File: src/rtl/mips_pkg.sv
// Shared MIPS encodings plus the multi-cycle controller's state, class and select codes.
package mips_pkg;

    localparam int REG_WR_ADDR_WIDTH = 2;
    localparam int ALU_SRC_WIDTH     = 2;
    localparam int ALU_CTRL_WIDTH    = 4;
    localparam int REG_WR_SRC_WIDTH  = 3;
    localparam int HI_LO_SEL_WIDTH   = 2;

    typedef enum logic [5:0] {
        OP_RTYPE    = 6'h00, OP_REGIMM = 6'h01, OP_J     = 6'h02, OP_JAL   = 6'h03,
        OP_BEQ      = 6'h04, OP_BNE    = 6'h05, OP_BLEZ  = 6'h06, OP_BGTZ  = 6'h07,
        OP_ADDI     = 6'h08, OP_ADDIU  = 6'h09, OP_SLTI  = 6'h0A, OP_SLTIU = 6'h0B,
        OP_ANDI     = 6'h0C, OP_ORI    = 6'h0D, OP_XORI  = 6'h0E, OP_LUI   = 6'h0F,
        OP_SPECIAL2 = 6'h1C, OP_LB     = 6'h20, OP_LH    = 6'h21, OP_LW    = 6'h23,
        OP_LBU      = 6'h24, OP_LHU    = 6'h25, OP_SW    = 6'h2B
    } opcode_t;

    typedef enum logic [5:0] {
        F_SLL  = 6'h00, F_SRL   = 6'h02, F_SRA  = 6'h03, F_JR    = 6'h08,
        F_JALR = 6'h09, F_MFHI  = 6'h10, F_MTHI = 6'h11, F_MFLO  = 6'h12,
        F_MTLO = 6'h13, F_MULT  = 6'h18, F_MULTU = 6'h19, F_DIV  = 6'h1A,
        F_DIVU = 6'h1B, F_ADD   = 6'h20, F_ADDU = 6'h21, F_SUB   = 6'h22,
        F_SUBU = 6'h23, F_AND   = 6'h24, F_OR   = 6'h25, F_XOR   = 6'h26,
        F_NOR  = 6'h27, F_SLT   = 6'h2A, F_SLTU = 6'h2B
    } funct_t;

    // SPECIAL2 MUL shares its funct value with SRL, so it lives outside funct_t.
    localparam logic [5:0] FN2_MUL = 6'h02;

    typedef enum logic [2:0] {
        FETCH = 3'd0, DECODE = 3'd1, EXEC = 3'd2, MEM = 3'd3,
        WB = 3'd4, MD_WAIT = 3'd5, EXCEPT = 3'd6
    } ctrl_state_t;

    typedef enum logic [3:0] {
        CLS_NOP, CLS_ALU, CLS_BRANCH, CLS_JUMP, CLS_LOAD, CLS_STORE,
        CLS_MFHILO, CLS_MTHI, CLS_MTLO, CLS_MULDIV
    } instr_class_t;

    typedef enum logic [2:0] {BR_EQ, BR_NE, BR_LT, BR_GE, BR_LE, BR_GT} br_cond_t;

    localparam logic [1:0] PCSRC_PC4    = 2'b00;
    localparam logic [1:0] PCSRC_BRANCH = 2'b01;
    localparam logic [1:0] PCSRC_JUMP   = 2'b10;
    localparam logic [1:0] PCSRC_REG    = 2'b11;

    localparam logic [HI_LO_SEL_WIDTH-1:0] HILO_SEL_RS   = 2'b01;
    localparam logic [HI_LO_SEL_WIDTH-1:0] HILO_SEL_DIV  = 2'b10;
    localparam logic [HI_LO_SEL_WIDTH-1:0] HILO_SEL_MULT = 2'b11;

    localparam logic [REG_WR_ADDR_WIDTH-1:0] REGDST_RT = 2'b00;
    localparam logic [REG_WR_ADDR_WIDTH-1:0] REGDST_RD = 2'b01;
    localparam logic [REG_WR_ADDR_WIDTH-1:0] REGDST_RA = 2'b10;

    localparam logic [ALU_SRC_WIDTH-1:0] SRC_REG   = 2'b00;
    localparam logic [ALU_SRC_WIDTH-1:0] SRC_SEXT  = 2'b01;
    localparam logic [ALU_SRC_WIDTH-1:0] SRC_ZEXT  = 2'b10;
    localparam logic [ALU_SRC_WIDTH-1:0] SRC_SHAMT = 2'b11;

    localparam logic [ALU_CTRL_WIDTH-1:0] ALU_ADD = 4'h0, ALU_SUB = 4'h1, ALU_AND = 4'h2,
        ALU_OR = 4'h3, ALU_XOR = 4'h4, ALU_NOR = 4'h5, ALU_SLT = 4'h6, ALU_SLTU = 4'h7,
        ALU_SLL = 4'h8, ALU_SRL = 4'h9, ALU_SRA = 4'hA, ALU_LUI = 4'hB;

    localparam logic [REG_WR_SRC_WIDTH-1:0] WB_ALU = 3'b000, WB_MEM = 3'b001, WB_HI = 3'b010,
        WB_LO = 3'b011, WB_PC4 = 3'b100, WB_MUL = 3'b110;

    typedef struct packed {
        instr_class_t                  cls;
        logic                          illegal;
        logic                          ov_check;
        logic                          md_div;
        logic                          md_unsigned;
        logic                          md_to_rd;
        logic                          link;
        logic [1:0]                    pcsrc;
        br_cond_t                      br_cond;
        logic [ALU_SRC_WIDTH-1:0]      alusrc;
        logic [ALU_CTRL_WIDTH-1:0]     aluctrl;
        logic [REG_WR_ADDR_WIDTH-1:0]  regdst;
        logic [REG_WR_SRC_WIDTH-1:0]   wb_sel;
    } decode_t;

endpackage

File: src/rtl/mips_ctrl_decode.sv
// Pure combinational instruction classifier: class, ALU fields and write-back routing.
module mips_ctrl_decode
    import mips_pkg::*;
(
    input  logic [5:0] opcode,
    input  logic [4:0] rt,
    input  logic [5:0] funct,
    output decode_t    dec
);

    always_comb begin
        dec = '0;
        dec.cls = CLS_NOP;
        dec.br_cond = BR_EQ;
        case (opcode)
            OP_RTYPE: begin
                dec.cls    = CLS_ALU;
                dec.regdst = REGDST_RD;
                case (funct)
                    F_SLL:   begin dec.aluctrl = ALU_SLL; dec.alusrc = SRC_SHAMT; end
                    F_SRL:   begin dec.aluctrl = ALU_SRL; dec.alusrc = SRC_SHAMT; end
                    F_SRA:   begin dec.aluctrl = ALU_SRA; dec.alusrc = SRC_SHAMT; end
                    F_JR:    begin dec.cls = CLS_JUMP; dec.pcsrc = PCSRC_REG; end
                    F_JALR:  begin
                        dec.cls = CLS_JUMP; dec.pcsrc = PCSRC_REG;
                        dec.link = 1'b1; dec.wb_sel = WB_PC4;
                    end
                    F_MFHI:  begin dec.cls = CLS_MFHILO; dec.wb_sel = WB_HI; end
                    F_MFLO:  begin dec.cls = CLS_MFHILO; dec.wb_sel = WB_LO; end
                    F_MTHI:  dec.cls = CLS_MTHI;
                    F_MTLO:  dec.cls = CLS_MTLO;
                    F_MULT:  dec.cls = CLS_MULDIV;
                    F_MULTU: begin dec.cls = CLS_MULDIV; dec.md_unsigned = 1'b1; end
                    F_DIV:   begin dec.cls = CLS_MULDIV; dec.md_div = 1'b1; end
                    F_DIVU:  begin
                        dec.cls = CLS_MULDIV; dec.md_div = 1'b1; dec.md_unsigned = 1'b1;
                    end
                    F_ADD:   begin dec.aluctrl = ALU_ADD; dec.ov_check = 1'b1; end
                    F_ADDU:  dec.aluctrl = ALU_ADD;
                    F_SUB:   begin dec.aluctrl = ALU_SUB; dec.ov_check = 1'b1; end
                    F_SUBU:  dec.aluctrl = ALU_SUB;
                    F_AND:   dec.aluctrl = ALU_AND;
                    F_OR:    dec.aluctrl = ALU_OR;
                    F_XOR:   dec.aluctrl = ALU_XOR;
                    F_NOR:   dec.aluctrl = ALU_NOR;
                    F_SLT:   dec.aluctrl = ALU_SLT;
                    F_SLTU:  dec.aluctrl = ALU_SLTU;
                    default: begin dec.cls = CLS_NOP; dec.illegal = 1'b1; end
                endcase
            end
            OP_REGIMM: begin
                // Branch compares rs against zero; the ALU's neg/zero flags decide.
                dec.cls = CLS_BRANCH; dec.aluctrl = ALU_SUB;
                if (rt == 5'd0)      dec.br_cond = BR_LT;
                else if (rt == 5'd1) dec.br_cond = BR_GE;
                else begin dec.cls = CLS_NOP; dec.illegal = 1'b1; end
            end
            OP_J:    begin dec.cls = CLS_JUMP; dec.pcsrc = PCSRC_JUMP; end
            OP_JAL:  begin
                dec.cls = CLS_JUMP; dec.pcsrc = PCSRC_JUMP; dec.link = 1'b1;
                dec.regdst = REGDST_RA; dec.wb_sel = WB_PC4;
            end
            OP_BEQ:  begin dec.cls = CLS_BRANCH; dec.aluctrl = ALU_SUB; dec.br_cond = BR_EQ; end
            OP_BNE:  begin dec.cls = CLS_BRANCH; dec.aluctrl = ALU_SUB; dec.br_cond = BR_NE; end
            OP_BLEZ: begin dec.cls = CLS_BRANCH; dec.aluctrl = ALU_SUB; dec.br_cond = BR_LE; end
            OP_BGTZ: begin dec.cls = CLS_BRANCH; dec.aluctrl = ALU_SUB; dec.br_cond = BR_GT; end
            OP_ADDI: begin
                dec.cls = CLS_ALU; dec.aluctrl = ALU_ADD; dec.alusrc = SRC_SEXT; dec.ov_check = 1'b1;
            end
            OP_ADDIU: begin dec.cls = CLS_ALU; dec.aluctrl = ALU_ADD;  dec.alusrc = SRC_SEXT; end
            OP_SLTI:  begin dec.cls = CLS_ALU; dec.aluctrl = ALU_SLT;  dec.alusrc = SRC_SEXT; end
            OP_SLTIU: begin dec.cls = CLS_ALU; dec.aluctrl = ALU_SLTU; dec.alusrc = SRC_SEXT; end
            OP_ANDI:  begin dec.cls = CLS_ALU; dec.aluctrl = ALU_AND;  dec.alusrc = SRC_ZEXT; end
            OP_ORI:   begin dec.cls = CLS_ALU; dec.aluctrl = ALU_OR;   dec.alusrc = SRC_ZEXT; end
            OP_XORI:  begin dec.cls = CLS_ALU; dec.aluctrl = ALU_XOR;  dec.alusrc = SRC_ZEXT; end
            OP_LUI:   begin dec.cls = CLS_ALU; dec.aluctrl = ALU_LUI;  dec.alusrc = SRC_ZEXT; end
            OP_SPECIAL2: begin
                if (funct == FN2_MUL) begin
                    dec.cls = CLS_MULDIV; dec.md_to_rd = 1'b1;
                    dec.regdst = REGDST_RD; dec.wb_sel = WB_MUL;
                end else begin
                    dec.illegal = 1'b1;
                end
            end
            OP_LB, OP_LH, OP_LW, OP_LBU, OP_LHU: begin
                dec.cls = CLS_LOAD; dec.aluctrl = ALU_ADD; dec.alusrc = SRC_SEXT; dec.wb_sel = WB_MEM;
            end
            OP_SW: begin dec.cls = CLS_STORE; dec.aluctrl = ALU_ADD; dec.alusrc = SRC_SEXT; end
            default: dec.illegal = 1'b1;
        endcase
    end

endmodule

File: src/rtl/mips_mc_controller.sv
// Multi-cycle MIPS control FSM with memory wait, mul/div stall and precise exceptions.
// Define MIPS_CTRL_ILLEGAL_TRAP_EN to trap undefined instructions instead of retiring them as NOPs.
module mips_mc_controller
    import mips_pkg::*;
#(
    parameter int INSTR_WIDTH = 32,
    parameter int MULT_CYCLES = 4,
    parameter int DIV_CYCLES  = 32
) (
    input  logic                         clk,
    input  logic                         rst_n,
    input  logic [INSTR_WIDTH-1:0]       instr,
    input  logic [2:0]                   alu_flags,
    input  logic                         mem_ready,
    output logic                         mem_req,
    output logic                         iord,
    output logic                         memwrite,
    output logic                         irwrite,
    output logic                         pcwrite,
    output logic [1:0]                   pcsrc,
    output logic                         exc_redirect,
    output logic                         regwrite,
    output logic [REG_WR_ADDR_WIDTH-1:0] regdst,
    output logic [ALU_SRC_WIDTH-1:0]     alusrc,
    output logic [ALU_CTRL_WIDTH-1:0]    alucontrl,
    output logic [REG_WR_SRC_WIDTH-1:0]  write_back_sel,
    output logic                         muldiv_start,
    output logic                         unsigned_md,
    output logic                         hi_write,
    output logic                         lo_write,
    output logic [HI_LO_SEL_WIDTH-1:0]   hilo_select,
    output logic                         arth_overflow_exception,
    output logic                         illegal_instr_exception,
    output logic [2:0]                   ctrl_state
);

    localparam int MD_MAX = (MULT_CYCLES > DIV_CYCLES) ? MULT_CYCLES : DIV_CYCLES;
    localparam int CNT_W  = $clog2(MD_MAX + 1);
    localparam logic [CNT_W-1:0] MULT_LOAD = CNT_W'(MULT_CYCLES - 1);
    localparam logic [CNT_W-1:0] DIV_LOAD  = CNT_W'(DIV_CYCLES - 1);

    ctrl_state_t      state;
    logic [CNT_W-1:0] count;
    logic             exc_illegal;
    logic             br_taken;
    decode_t          dec;
    logic             unused_instr;

    assign unused_instr = ^{instr[25:21], instr[15:6]};

    mips_ctrl_decode u_decode (
        .opcode (instr[31:26]),
        .rt     (instr[20:16]),
        .funct  (instr[5:0]),
        .dec    (dec)
    );

    // alu_flags = {overflow, neg, zero}, from rs - rt (or rs - 0) in EXEC.
    always_comb begin
        case (dec.br_cond)
            BR_EQ:   br_taken = alu_flags[0];
            BR_NE:   br_taken = !alu_flags[0];
            BR_LT:   br_taken = alu_flags[1];
            BR_GE:   br_taken = !alu_flags[1];
            BR_LE:   br_taken = alu_flags[1] | alu_flags[0];
            BR_GT:   br_taken = !alu_flags[1] & !alu_flags[0];
            default: br_taken = 1'b0;
        endcase
    end

    always_ff @(posedge clk or negedge rst_n) begin
        if (!rst_n) begin
            state       <= FETCH;
            count       <= '0;
            exc_illegal <= 1'b0;
        end else begin
            case (state)
                FETCH:  if (mem_ready) state <= DECODE;
                DECODE: begin
                    if (dec.illegal) begin
`ifdef MIPS_CTRL_ILLEGAL_TRAP_EN
                        state       <= EXCEPT;
                        exc_illegal <= 1'b1;
`else
                        state <= FETCH;
`endif
                    end else begin
                        state <= EXEC;
                    end
                end
                EXEC: begin
                    case (dec.cls)
                        CLS_ALU: begin
                            if (dec.ov_check && alu_flags[2]) begin
                                state       <= EXCEPT;
                                exc_illegal <= 1'b0;
                            end else begin
                                state <= WB;
                            end
                        end
                        CLS_LOAD, CLS_STORE: state <= MEM;
                        CLS_MULDIV: begin
                            state <= MD_WAIT;
                            count <= dec.md_div ? DIV_LOAD : MULT_LOAD;
                        end
                        default: state <= FETCH;
                    endcase
                end
                MEM:     if (mem_ready) state <= (dec.cls == CLS_LOAD) ? WB : FETCH;
                MD_WAIT: begin
                    if (count == '0) state <= FETCH;
                    else             count <= count - 1'b1;
                end
                default: state <= FETCH;
            endcase
        end
    end

    // Every output is forced low while rst_n is asserted, even though state reads FETCH.
    always_comb begin
        mem_req = 1'b0; iord = 1'b0; memwrite = 1'b0; irwrite = 1'b0;
        pcwrite = 1'b0; pcsrc = PCSRC_PC4; exc_redirect = 1'b0; regwrite = 1'b0;
        regdst = REGDST_RT; alusrc = SRC_REG; alucontrl = ALU_ADD; write_back_sel = WB_ALU;
        muldiv_start = 1'b0; unsigned_md = 1'b0; hi_write = 1'b0; lo_write = 1'b0;
        hilo_select = '0; arth_overflow_exception = 1'b0; illegal_instr_exception = 1'b0;
        if (rst_n) begin
            case (state)
                FETCH: begin
                    mem_req = 1'b1;
                    if (mem_ready) begin
                        irwrite = 1'b1;
                        pcwrite = 1'b1;
                    end
                end
                EXEC: begin
                    alusrc    = dec.alusrc;
                    alucontrl = dec.aluctrl;
                    case (dec.cls)
                        CLS_BRANCH: begin pcwrite = br_taken; pcsrc = PCSRC_BRANCH; end
                        CLS_JUMP: begin
                            pcwrite = 1'b1;
                            pcsrc   = dec.pcsrc;
                            if (dec.link) begin
                                regwrite       = 1'b1;
                                regdst         = dec.regdst;
                                write_back_sel = dec.wb_sel;
                            end
                        end
                        CLS_MFHILO: begin
                            regwrite = 1'b1; regdst = dec.regdst; write_back_sel = dec.wb_sel;
                        end
                        CLS_MTHI:   begin hi_write = 1'b1; hilo_select = HILO_SEL_RS; end
                        CLS_MTLO:   begin lo_write = 1'b1; hilo_select = HILO_SEL_RS; end
                        CLS_MULDIV: begin muldiv_start = 1'b1; unsigned_md = dec.md_unsigned; end
                        default: ;
                    endcase
                end
                MEM: begin
                    mem_req  = 1'b1;
                    iord     = 1'b1;
                    memwrite = (dec.cls == CLS_STORE);
                end
                WB: begin
                    regwrite = 1'b1; regdst = dec.regdst; write_back_sel = dec.wb_sel;
                    alusrc = dec.alusrc; alucontrl = dec.aluctrl;
                end
                MD_WAIT: begin
                    if (count == '0) begin
                        if (dec.md_to_rd) begin
                            regwrite = 1'b1; regdst = dec.regdst; write_back_sel = dec.wb_sel;
                        end else begin
                            hi_write    = 1'b1;
                            lo_write    = 1'b1;
                            hilo_select = dec.md_div ? HILO_SEL_DIV : HILO_SEL_MULT;
                        end
                    end
                end
                EXCEPT: begin
                    exc_redirect            = 1'b1;
                    pcwrite                 = 1'b1;
                    arth_overflow_exception = !exc_illegal;
`ifdef MIPS_CTRL_ILLEGAL_TRAP_EN
                    illegal_instr_exception = exc_illegal;
`endif
                end
                default: ;
            endcase
        end
    end

    assign ctrl_state = state;

endmodule

File: config.mk
export PLATFORM = sky130hd
export DESIGN_NAME = mips_mc_controller
export DESIGN_NICKNAME = d
export VERILOG_FILES = /design/src/rtl/mips_pkg.sv /design/src/rtl/mips_ctrl_decode.sv /design/src/rtl/mips_mc_controller.sv
export SDC_FILE = /design/constraint.sdc
export NUM_CORES = 1
export LEC_CHECK = 0
export BUFFER_PORTS_ARGS = -buffer_cell sky130_fd_sc_hd__buf_4
export CAP_MARGIN = 20
export CORE_MARGIN = 2
export CORE_UTILIZATION = 44
export CTS_CLUSTER_DIAMETER = 150
export DETAILED_ROUTE_END_ITERATION = 8
export PLACE_DENSITY = 0.74
export RECOVER_POWER = 100
export SLEW_MARGIN = 20
export SYNTH_ARGS = -nofsm -noshare
export SYNTH_HDL_FRONTEND = slang
export SYNTH_SLANG_ARGS = --single-unit
File: constraint.sdc
create_clock -name clk -period 2 [get_ports clk]
set_input_delay 0.1 -clock clk [delete_from_list [all_inputs] [get_ports clk]]
set_output_delay 0.1 -clock clk [all_outputs]
set_load 0.005 [all_outputs]
# Word level (Yosys, flattened, before mapping)
# Index checks and enable logic that the tools add are counted.
[op_classes]
mux = 102
n_eq_ne = 70
n_bitwise = 2
n_addsub = 1
reduce_logical = 34
[ops]
columns = ["op", "n"]
rows = [
  ["$eq 6x6->1 const B", 16],
  ["$pmux 4 s8", 2],
  ["$eq 6x4->1 const B", 10],
  ["$eq 6x5->1 const B", 9],
  ["$pmux 4 s10", 1],
  ["$mux 1", 38],
  ["$mux 2", 17],
  ["$mux 3", 11],
  ["$pmux 3 s3", 3],
  ["$eq 6x2->1 const B", 4],
  ["$eq 6x3->1 const B", 4],
  ["$pmux 3 s4", 2],
  ["$pmux 4 s6", 1],
  ["$reduce_or 23->1", 1],
  ["$reduce_or 2->1", 11],
  ["$reduce_or 20->1", 1],
  ["$logic_not 6->1", 3],
  ["$pmux 2 s3", 3],
  ["$eq 4x3->1 const B", 4],
  ["$mux 4", 4],
  ["$pmux 2 s2", 4],
  ["$eq 3x3->1 const B", 5],
  ["$pmux 3 s5", 1],
  ["$reduce_or 13->1", 1],
  ["31 further kinds", 53],
]
[totals]
out_inout_bits = 31
register_bits = 9
elab_cells = 211

# Logic depth before layout (Yosys ltp)
[logic_depth]
word_depth = 9
mapped_depth = 8
ltp_nobuf = 8

# Cells and area by module
# Synthesis repeated with hierarchy kept, for this count alone.
[unflattened]
hier_cells = 272
hier_area_um2 = 1910.6
[modules_own_cells]
columns = ["module", "instances", "seq_area_each_um2", "cells_per_inst", "area_per_inst_um2"]
rows = [
  ["mips_mc_controller", 1, 225.2, 131, 1029.7],
  ["mips_ctrl_decode", 1, 0.0, 141, 880.8],
]

# Least setup slack after synthesis
# OpenSTA, ideal clock, no wires.
[synth_path]
kind = "reg-to-output"
startpoint = "register count[0]"
endpoint = "output regdst[0]"
setup_slack_ps = -201
arrival_ps = 2101
path_stages_with_launch = 8
n_path_buf = 0
cell_sequence = "dfrtp_1 > inv_1 > ha_1 > or3b_2 > or3_1 > o21ai_1 > a32oi_1 > a211oi_1"
[synth_between]
elab_chain_len = 4
[synth_lines]
columns = ["item", "line", "text"]
rows = [
  ["from (decl)", "mips_mc_controller.sv:43", "logic [CNT_W-1:0] count;"],
  ["from (signal assigned)", "mips_mc_controller.sv:104", "count <= dec.md_div ? DIV_LOAD : MULT_LOAD;"],
  ["from (signal assigned)", "mips_mc_controller.sv:112", "else count <= count - 1'b1;"],
  ["$logic_not 6->1", "mips_mc_controller.sv:168", "if (count == '0) begin"],
  ["$mux 2", "mips_mc_controller.sv:168", ""],
  ["$pmux 2 s3", "mips_mc_controller.sv:127", "case (state)"],
  ["$mux 2", "mips_mc_controller.sv:126", "if (rst_n) begin"],
  ["to (decl)", "mips_mc_controller.sv:23", "output logic [REG_WR_ADDR_WIDTH-1:0] regdst,"],
]
# Every way passes these cells.

# Final worst setup path
[layout_path]
startpoint = "register count[1]"
endpoint = "output write_back_sel[1]"
[layout_between]
elab_chain_len = 4
[layout_lines]
columns = ["item", "line", "text"]
rows = [
  ["$logic_not 6->1", "mips_mc_controller.sv:168", ""],
  ["$mux 3", "mips_mc_controller.sv:168", ""],
  ["$pmux 3 s3", "mips_mc_controller.sv:127", ""],
  ["$mux 3", "mips_mc_controller.sv:126", ""],
  ["to (decl)", "mips_mc_controller.sv:26", "output logic [REG_WR_SRC_WIDTH-1:0] write_back_sel,"],
]
# Every way passes these cells.

==> summary.txt <==
Syn Inst Count -> 246
Site row count -> 22
Total routed wirelength -> 7520 µm
FF-to-FF Start -> count[1]
Seq/Total Area, Yosys -> 13.6%
Clock Latency Late Sink -> 0.25 ns
Vias -> 2637
Critical Path AT -> 2.36 ns
Final Cycle Share -> 123%
Pleak -> 1.27 nW
RSZ-0062 raised after global routing -> yes
Register bit count reported by yosys -> 9
Initial core utilization -> 45.6%
Port bufs -> 52
Worst setup path category -> reg2out
Netlist Area Pre-Place -> 0.00166 mm²
DR iter-0 viols -> 295
Fin Hold WS -> 0.158 ns
Routability Congestion -> 0.955
Filler cell count -> 253
Largest net degree at the start of global routing -> 13
Setup crit start -> count[1]
# H-tree levels -> 1
Syn avg cell area -> 6.73 µm²
Number of synthesized flops with an enable pin -> 0
Worst VDD drop -> 204 µV
Clock transition at path regs -> 0.06 ns
Commonest register cell after synthesis -> dfrtp_1
Distinct cells, synth -> 63
Worst min-delay path startpoint -> mem_ready
Setup ws final -> -0.455 ns
Root buffer cell -> clkbuf_8
Failing checks -> negative setup slack
Peak fanout along the critical path -> 3
CP Launch Type -> register
Setup slack, reg-to-reg -> -0.28 ns
Final Max Slew Viols -> 0
Hold Fails Final Rpt -> 0
Fmax -> 407 MHz
CTS Sinks -> 9
Min Tclk post-route -> 2.46 ns
IO Pins -> 69
Power Dens Cells -> 346 mW/mm²
Detail Route Antenna Nets -> 0
Routed len/inst -> 18.2 µm
Vias in the first global route -> 2356
DR pass1 iterations -> 5
Setup crit end kind -> output pin
Setup WS pre-CTS -> -0.191 ns
Antenna cells -> 0
Yosys warns -> 0
Core area -> 0.00363 mm²
Layout cell share with drive strength beyond 1 -> 51.4%
Worst hold path type -> in2reg
Nets -> 406
Layout overhead on the synthesized area -> 76.8%
Syn nets -> 285
DIE AREA -> 0.00427 mm²
Max-Cap Viols -> 0
Status -> finished, violations left
Vert. Die Dim -> 65.4 µm
Initial antenna violation count -> 0
Gr usage total -> 32.6%
Vias per cell -> 6.37
Dpl hpwl -> 4960 µm
Final Setup Violations -> 23
Clk_skew -> 0.00504 ns
Data required time of the worst path -> 1.90 ns
Max clock buf depth -> 2
First-pass GRT wire length -> 10900 µm
TritonCTS clock tree -> built
Drt drc -> 0
Total congestion overflow -> 0
CTS Buf Count -> 3
Die X -> 65.4 µm
Fraction of registers with async set/reset -> 100%
-- routing by layer --
| metal | global-route usage [%] | vias to the layer above | wire length [µm] |
|---|---|---|---|
| met3 | 2.23 | 50 | 554 |
| li1 | - | 1162 | - |
| met1 | 39.3 | 1240 | 2680 |
| met2 | 58.7 | 185 | 3880 |
| met5 | 0 | - | 0 |
| met4 | 15.1 | 0 | 408 |
-- cell usage in the layout (no fill, tap or decap), types with 4 or more instances in the layout --
| cell | instances |
|---|---|
| buf_6 | 7 |
| buf_4 | 119 |
| a21oi_2 | 8 |
| nand3b_1 | 4 |
| a31oi_1 | 7 |
| nor2b_1 | 6 |
| nor2_1 | 25 |
| o21ai_0 | 7 |
| nor3_1 | 8 |
| or3_1 | 4 |
| dfrtp_1 | 9 |
| and3_1 | 4 |
| clkbuf_4 | 7 |
| nand2_1 | 22 |
| inv_1 | 6 |
| a211o_1 | 4 |
| nand3_1 | 5 |
| nand2b_1 | 8 |
| nand4_1 | 5 |
| o211ai_1 | 4 |
| a21oi_1 | 13 |
-- Yosys cell counts (3+ instances only) --
library cell	number	share of area (%)
nor2b_1	7	2.6
a21oi_1	21	6.3
o31ai_1	3	1.4
and3_1	4	1.5
nand4_1	5	1.9
nand3b_1	4	1.8
nor3_1	10	3.0
clkbuf_1	13	2.9
o211ai_1	4	1.8
o21ai_0	8	2.4
nand3_1	5	1.5
nand2b_1	8	3.0
nand2_1	23	5.2
nor2_1	27	6.1
buf_6	3	2.0
nor4_1	4	1.5
a211oi_1	3	1.4
or3_1	6	2.3
a31oi_1	10	3.8
nand4b_1	3	1.6
inv_1	9	2.0
nor4b_1	3	1.6
dfrtp_1	9	14
a211o_1	4	2.1
-- timing repair --
action	in CTS	in global routing
pin swaps	8	21
hold endpoints to repair	9	0
setup buffers	4	9
hold buffers	1	0
endpoints found under the setup margin	19	26
gates resized for setup	16	36
-- registers in the layout, indices dropped and copies added, names as in the netlist --
name	count
ctrl_state	3
count	6
-- final cells by class --
type | instances | area [µm²] | share of cell area, %
sequential | 9 | 225 | 7.69
inverter | 9 | 33.8 | 1.15
multi-input combinational | 207 | 1510 | 51.4
clock buffer | 3 | 41.3 | 1.41
tap | 48 | 60.1 | 2.05
timing repair buffer | 137 | 1060 | 36.1
clock inverter | 1 | 5.00 | 0.171
-- path summary, 6_finish.rpt --
kind | endpoint | cells past startpoint
max | write_back_sel[1] | 9
min | ctrl_state[1] | 2
max reg2reg | ctrl_state[0] | 10
min reg2reg | count[2] | 2
max in group asynchronous | count[2] | 2
min in group asynchronous | ctrl_state[0] | 2
-- critical path, cell delays in order (launching register included) --
cell      delay [ns]
dfrtp_1         0.39
inv_2           0.08
ha_4            0.13
or3b_4          0.38
or3_4           0.36
o21ai_4         0.16
a21oi_2         0.07
o21a_1          0.16
a211oi_2        0.23
buf_4           0.14
-- power by group --
| part | leakage, nW | internal, mW | switching (mW) |
|---|---|---|---|
| combinational | 1.15 | 0.255 | 0.258 |
| clock | 0.0255 | 0.138 | 0.101 |
| sequential | 0.100 | 0.216 | 0.0464 |
| total | 1.27 | 0.609 | 0.405 |
-- cell families (layout without fill, tap and decap cells) --
family	Yosys count	in the layout	share of synthesized area [%]
simple gates	127	127	44.5
compound gates	73	73	29.2
buf+inv	30	150	8.69
flops	9	9	13.6
xor+xnor	3	3	1.59
mux	2	2	1.51
fa+ha+maj	1	1	0.755
other cells	1	1	0.226
-- metrics by stage --
stage	TNS (ns)	cells	area, µm²	power (mW)	util [%]
detailed placement	-1.44	397	2560	0.684	70.6
global placement	-1.27	397	2560	0.671	70.6
floorplan	0	246	1680	0.466	-
global route	-6.91	414	2930	1.06	80.6
finish	-5.42	414	2930	1.01	80.6
CTS	-3.15	406	2730	0.941	75.0
(Power assumes the default switching activity.)
